### src/rtl/window3_feeder.sv
// Sliding 3-sample window feeder with a single registered output triple and valid/ready flow control.
// Optional WINDOW3_PAD_EN: replicate the first samples so every accepted sample emits one triple.
module window3_feeder #(
  parameter int W     = 4,
  parameter int CNT_W = 8
) (
  input  logic             clk,
  input  logic             rst_n,
  input  logic             in_valid,
  output logic             in_ready,
  input  logic [W-1:0]     in_data,
  input  logic             clear,
  output logic             out_valid,
  input  logic             out_ready,
  output logic [W-1:0]     out_a,
  output logic [W-1:0]     out_b,
  output logic [W-1:0]     out_c,
  output logic [CNT_W-1:0] win_count
);

  typedef enum logic [1:0] {
    EMPTY = 2'd0,
    HAS1  = 2'd1,
    HAS2  = 2'd2,
    FULL  = 2'd3
  } fill_e;

  localparam logic [CNT_W-1:0] CNT_MAX = '1;
  localparam logic [CNT_W-1:0] CNT_ONE = {{(CNT_W-1){1'b0}}, 1'b1};

  fill_e            state_q, state_d;
  logic [W-1:0]     s1_q, s1_d;
  logic [W-1:0]     s2_q, s2_d;
  logic [W-1:0]     a_q, a_d;
  logic [W-1:0]     b_q, b_d;
  logic [W-1:0]     c_q, c_d;
  logic             valid_q, valid_d;
  logic [CNT_W-1:0] cnt_q, cnt_d;

  logic             acc;
  logic             fire;
  logic             emit;
  logic [W-1:0]     new_a;
  logic [W-1:0]     new_b;

  // Single output register: a new triple may load in the same cycle the old one leaves.
  assign in_ready = !valid_q | out_ready;
  assign acc      = in_valid & in_ready;
  assign fire     = valid_q & out_ready;

  always_comb begin
    new_a = s2_q;
    new_b = s1_q;
`ifdef WINDOW3_PAD_EN
    emit = 1'b1;
    if (state_q == EMPTY) begin
      new_a = in_data;
      new_b = in_data;
    end else if (state_q == HAS1) begin
      new_a = s1_q;
      new_b = s1_q;
    end
`else
    emit = (state_q == HAS2) || (state_q == FULL);
`endif
  end

  // clear beats acc, but a fire in the same cycle still counts.
  always_comb begin
    state_d = state_q;
    s1_d    = s1_q;
    s2_d    = s2_q;
    a_d     = a_q;
    b_d     = b_q;
    c_d     = c_q;
    valid_d = valid_q;
    cnt_d   = cnt_q;

    if (fire) begin
      valid_d = 1'b0;
      if (cnt_q != CNT_MAX) begin
        cnt_d = cnt_q + CNT_ONE;
      end
    end

    if (clear) begin
      state_d = EMPTY;
      valid_d = 1'b0;
    end else if (acc) begin
      s2_d = s1_q;
      s1_d = in_data;
      case (state_q)
        EMPTY:   state_d = HAS1;
        HAS1:    state_d = HAS2;
        default: state_d = FULL;
      endcase
      if (emit) begin
        a_d     = new_a;
        b_d     = new_b;
        c_d     = in_data;
        valid_d = 1'b1;
      end
    end
  end

  always_ff @(posedge clk) begin
    if (!rst_n) begin
      state_q <= EMPTY;
      s1_q    <= '0;
      s2_q    <= '0;
      a_q     <= '0;
      b_q     <= '0;
      c_q     <= '0;
      valid_q <= 1'b0;
      cnt_q   <= '0;
    end else begin
      state_q <= state_d;
      s1_q    <= s1_d;
      s2_q    <= s2_d;
      a_q     <= a_d;
      b_q     <= b_d;
      c_q     <= c_d;
      valid_q <= valid_d;
      cnt_q   <= cnt_d;
    end
  end

  assign out_valid = valid_q;
  assign out_a     = a_q;
  assign out_b     = b_q;
  assign out_c     = c_q;
  assign win_count = cnt_q;

endmodule

### config.mk
export PLATFORM = sky130hd
export DESIGN_NAME = window3_feeder
export DESIGN_NICKNAME = d
export VERILOG_FILES = /design/src/rtl/window3_feeder.sv
export SDC_FILE = /design/constraint.sdc
export NUM_CORES = 1
export LEC_CHECK = 0
export ABC_CLOCK_PERIOD_IN_PS = 1300
export BUFFER_PORTS_ARGS = -buffer_cell sky130_fd_sc_hd__buf_2
export CORE_UTILIZATION = 46
export DETAILED_ROUTE_END_ITERATION = 6
export PLACE_DENSITY = 0.74
export SLEW_MARGIN = 20
export SYNTH_ARGS = -nofsm -noshare
export SYNTH_HDL_FRONTEND = slang
export SYNTH_SLANG_ARGS = --single-unit
### constraint.sdc
create_clock -name clk -period 1.3 [get_ports clk]
set_input_delay 0.065 -clock clk [delete_from_list [all_inputs] [get_ports clk]]
set_output_delay 0.065 -clock clk [all_outputs]
set_load 0.1 [all_outputs]
Yosys cells after proc, flatten, opt, wreduce, memory -nomap -nowiden

Index checks and enable logic that the tools add are counted.

Add/subtract/negate cells: 1
Eq/ne operators: 4
Mux-type cells: 4
Bitwise operators: 5
Reduce and logical (&&, ||, !) cells: 7

Operator list:

| operator                                                               | count |
|---|---|
| 8-bit by 1-bit adder with 8-bit output (second input constant)         | 1 |
| 8-bit inequality test (second input constant)                          | 1 |
| 2-bit equality test (second input constant)                            | 2 |
| 2-bit case mux with 2 select lines                                     | 1 |
| 2-bit AND reduction                                                    | 2 |
| 1-bit 2-to-1 mux                                                       | 3 |
| 3-bit AND reduction                                                    | 1 |
| 1-bit AND                                                              | 2 |
| 2-bit by 1-bit equality test with 1-bit output (second input constant) | 1 |
| 2-bit zero test                                                        | 1 |
| 1-bit inverter                                                         | 2 |
| 2-bit OR reduction                                                     | 1 |
| 1-bit zero test                                                        | 1 |
| 1-bit logical OR                                                       | 1 |
| 1-bit bitwise OR                                                       | 1 |

Bits in registers: 31
Input port bits: 9
Output and inout bits: 22

Depth between registers and ports, before layout

Depth in word-level cells: 4
Gate-level depth with buffers: 5
Depth with buffers taken out: 5

Worst setup path before layout

No wires, ideal clock.

Path kind: flip-flop to flip-flop
From: register valid_q, in the netlist out_valid
To: register a_q[0], in the netlist out_a[0]
Arrival time: 2757 ps
Path slack: -1586 ps
Stages on the path, launching flop included: 5
Buffers on the path: 1
Period minus slack after synthesis: 2886 ps
Path through: dfxtp_1 nand2b_1 nand4b_1 clkbuf_1 o21ai_0

Longest elaborated chain between the ends: 4

Ends and longest elaborated chain:

| element                       | RTL line | RTL |
|---|---|---|
| start: declaration            | 37       | `logic valid_q, valid_d;` |
| start signal: assignment      | 123      | `valid_q <= valid_d;` |
| 1-bit zero test               | 47       | `assign in_ready = !valid_q \| out_ready;` |
| 1-bit bitwise OR              | 47       |  |
| named net in_ready            | 10       | `output logic in_ready,` |
| 1-bit AND                     | 48       | `assign acc = in_valid & in_ready;` |
| 3-bit AND reduction (no line) | n/a      |  |
| end signal: assignment        | 111      | `a_q <= '0;` |
| end signal: assignment        | 120      | `a_q <= a_d;` |
| end: declaration              | 34       | `logic [W-1:0] a_q, a_d;` |

The timed path passes the listed nets, and every way through them passes these cells.
A chain may end at the register's enable or synchronous reset.

Worst setup path in the final report

From: register cnt_q[0], in the netlist win_count[0]
To: register cnt_q[5], in the netlist win_count[5]

Longest elaborated chain between the ends: 2
Elaborated cells on any way between the ends: 3

Ends and longest elaborated chain:

| element                                                                        | RTL line | RTL |
|---|---|---|
| start: declaration                                                             | 38       | `logic [CNT_W-1:0] cnt_q, cnt_d;` |
| start signal: assignment                                                       | 124      | `cnt_q <= cnt_d;` |
| branches (longest 2 deep; another with 8-bit by 1-bit adder with 8-bit output) | n/a      |  |

Parallel ways; which one is timed is not known.

==> results by group <==
Outcome
  • Status: finished with violations
  • Failing checks: negative setup slack

Floorplanning
  • Num rows: 18
  • Initial Utilization: between 40% and 50%
  • Die Ht: around 54 microns
  • Core area: between 0.002 and 0.003 sq mm
  • Die Wd: between 50 and 60 microns
  • Ports: 31
  • Die area: 0.00292 sq mm

Global routing
  • Grt ovf: 0
  • Pin count of the biggest net entering global routing: 43
  • Number of global-route vias before repair: between 900 and 1000
  • Global-route wire length before repair: approximately 4300 microns
  • Initial antenna violation count: 0
  • Gr usage total: 21.2%

Route
  • Vias per cell: 5.25
  • DR DRC count: 0
  • ANT nets after route: 0
  • Vias: 1087
  • Wire per inst: 12.0 microns
  • Initial DRC count: 7
  • Total routed wirelength: between 2000 and 2500 microns
  • Drt first pass iters: 3

STA
  • Fin Setup TNS: -0.0112 ns
  • FMAX: 763 MHz
  • Fin. max-slew vios: 0
  • RSZ-0062 raised after global routing: yes
  • Final hold vios: 0
  • Max Clock Skew: about 0.0015 ns
  • Post-route setup slack: -0.0112 ns
  • Period utilization: 101%
  • Worst-margin pin slew: 0.488 ns
  • Slew margin rel.: 67.7%
  • Post-layout min period: 1.31 ns
  • Final setup viols: 1

Final layout
  • Final core utilization: 65.5%
  • FILL cells: 215
  • Area growth, synth to finish: 32.5%
  • Multi-input logic area: 641 sq um
  • Post-Layout Cell Count: 207
  • Register cell area after layout: 654 sq um
  • NumNets Final: approximately 190
  • Antenna diode count: 0
  • Share of cells above drive strength 1: 32.8%

Place
  • Placed cells: 195
  • GP Congestion: about 0.78
  • Setup slack at placement: 0.00911 ns
  • HPWL Detailed: around 1800 microns
  • Port Buf Inserts: 30

Synth
  • Synthesized area: 0.00125 sq mm
  • Post-synth top area share: roughly half
  • Cells after synthesis: 138
  • Synth warn: 0
  • Largest cells by area after synthesis: dfxtp_1, mux2i_1, nand3_1, o21ai_0, nand2_1
  • Post-synthesis sequential area ratio: 49.8%
  • Syn Nets: around 150
  • Top FF cell, synth: dfxtp_1
  • Most frequent cell after synthesis: dfxtp_1
  • Share of flip-flops with an asynchronous set or reset: 0%
  • Avg Cell Area, Syn: 9.03 sq um
  • Yosys reg bits: 31
  • Post-synth top area cell: dfxtp_1
  • Cell variety after synth: 35
  • Commonest cells post-synth: dfxtp_1, nand2_1, nand3_1, o21ai_0
  • Number of synthesized flops with an enable pin: 0

Setup path
  • Worst Path Class, Setup: flop to flop
  • CP Max Fanout: 4
  • Worst EP arrival: roughly 1.6 ns
  • Worst setup EP type: flop
  • R2r setup slk: -0.01 ns
  • Startpoint types: flop
  • Critical Path RT: 1.54 ns

Clock network
  • CTS Buffer Depth: 2
  • Clock-pin slew on the worst setup and hold paths: 0.09 ns
  • Clk root buf: clkbuf_4
  • CTS Buf Count: 5
  • CTS sink cnt: 31
  • Worst-Skew Late Latency: 0.31 ns
  • CTS tree: done
  • H-tree level count: 2

Job
  • Maxcap violations: 0

Pwr
  • Pleak: 0.693 nW
  • Final Power: about 1.6 mW
  • Maximum vdd ir drop: 0.727 mV
  • P per Cell Area: 947 mW/mm^2

Hold path
  • Worst Hold Class: input pin to flop
==> per-layer routing <==
metal	share of wire, %	wire length (microns)	track usage (%)
met2	50	1250	36.4
met5	0	0	0
met4	1.0	26	10.3
met1	45	1120	23.8
met3	3.4	84	5.93
==> cell families after synthesis <==
family	share of synthesized area [%]
AO/OA/AOI/OAI	13.0
XOR/XNOR	1.41
adder cells (fa/ha/maj)	1.00
buffers and inverters	2.91
flip-flops	49.8
multiplexers	6.43
AND/OR/NAND/NOR	25.5
==> critical path, cell delays in order (launching register included) <==
cell and delay, ns:
dfxtp_4 0.38, and3_4 0.19, nand3_4 0.06, or4_1 0.46, a21boi_1 0.14
==> flip-flops by register name, summed over array words and instances (netlist names) <==
register and cells:
new_a 4, out_c 4, new_b 4, win_count 8
state_q 2, out_b 4, out_a 4, out_valid 1
==> worst paths after layout <==
check	startpoint	to	cells past startpoint
setup / recovery	win_count[0]	win_count[5]	4
hold / removal	in_data[1]	out_c[1]	3
setup reg to reg	win_count[0]	win_count[5]	4
hold reg to reg	new_a[0]	out_a[0]	2
==> power breakdown <==
part / internal [mW] / switching, mW / total, mW
Clock: 0.211 / 0.300 / 0.510
Sequential: 0.941 / 0.00786 / 0.949
Combinational: 0.0515 / 0.0531 / 0.105
==> stage by stage <==
stage / hold slack (ns) / cell area, sq um
after floorplan: 0.194 / 1330
final: 0.0153 / 1650
after CTS: 0.00343 / 1620
after global placement: 0.327 / 1550
after global routing: 0.0104 / 1650
after detailed placement: 0.332 / 1550
==> cell type report <==
type	count	share of cell area, %
multi-input cells	98	38.8
inverters	2	0.455
clock buffers	7	2.73
clock inverters	1	0.303
flip-flops and latches	31	39.6
repair buffers	38	15.8
well taps	30	2.27
==> cell usage in the layout (no fill, tap or decap), types with 2 or more instances in the layout <==
cell           Yosys  final
buf_2              2     29
dfxtp_1           31     22
nand2_1           17     17
nand3_1           16     14
o21ai_0           13     12
dfxtp_4            0      9
mux2i_1            8      8
nor2b_1            8      8
clkbuf_4           0      5
a21oi_1            4      4
nor2_1             3      3
dlygate4sd3_1      0      3
buf_12             0      3
nand3b_1           2      2
inv_1              2      2
nand4_1            2      2
nand3_2            1      2
a21boi_1           2      2
and2_1             2      2
clkbuf_1           5      2
buf_4              0      2
==> what timing repair did <==
action | in CTS | in global routing
gates resized for setup | 0 | 3
pin swaps | 0 | 5
hold buffers | 2 | 1
setup endpoints to repair | 1 | 4
setup buffers | 0 | 1
gates cloned | 0 | 0
hold endpoints to repair | 2 | 1
(Power assumes the default switching activity.)
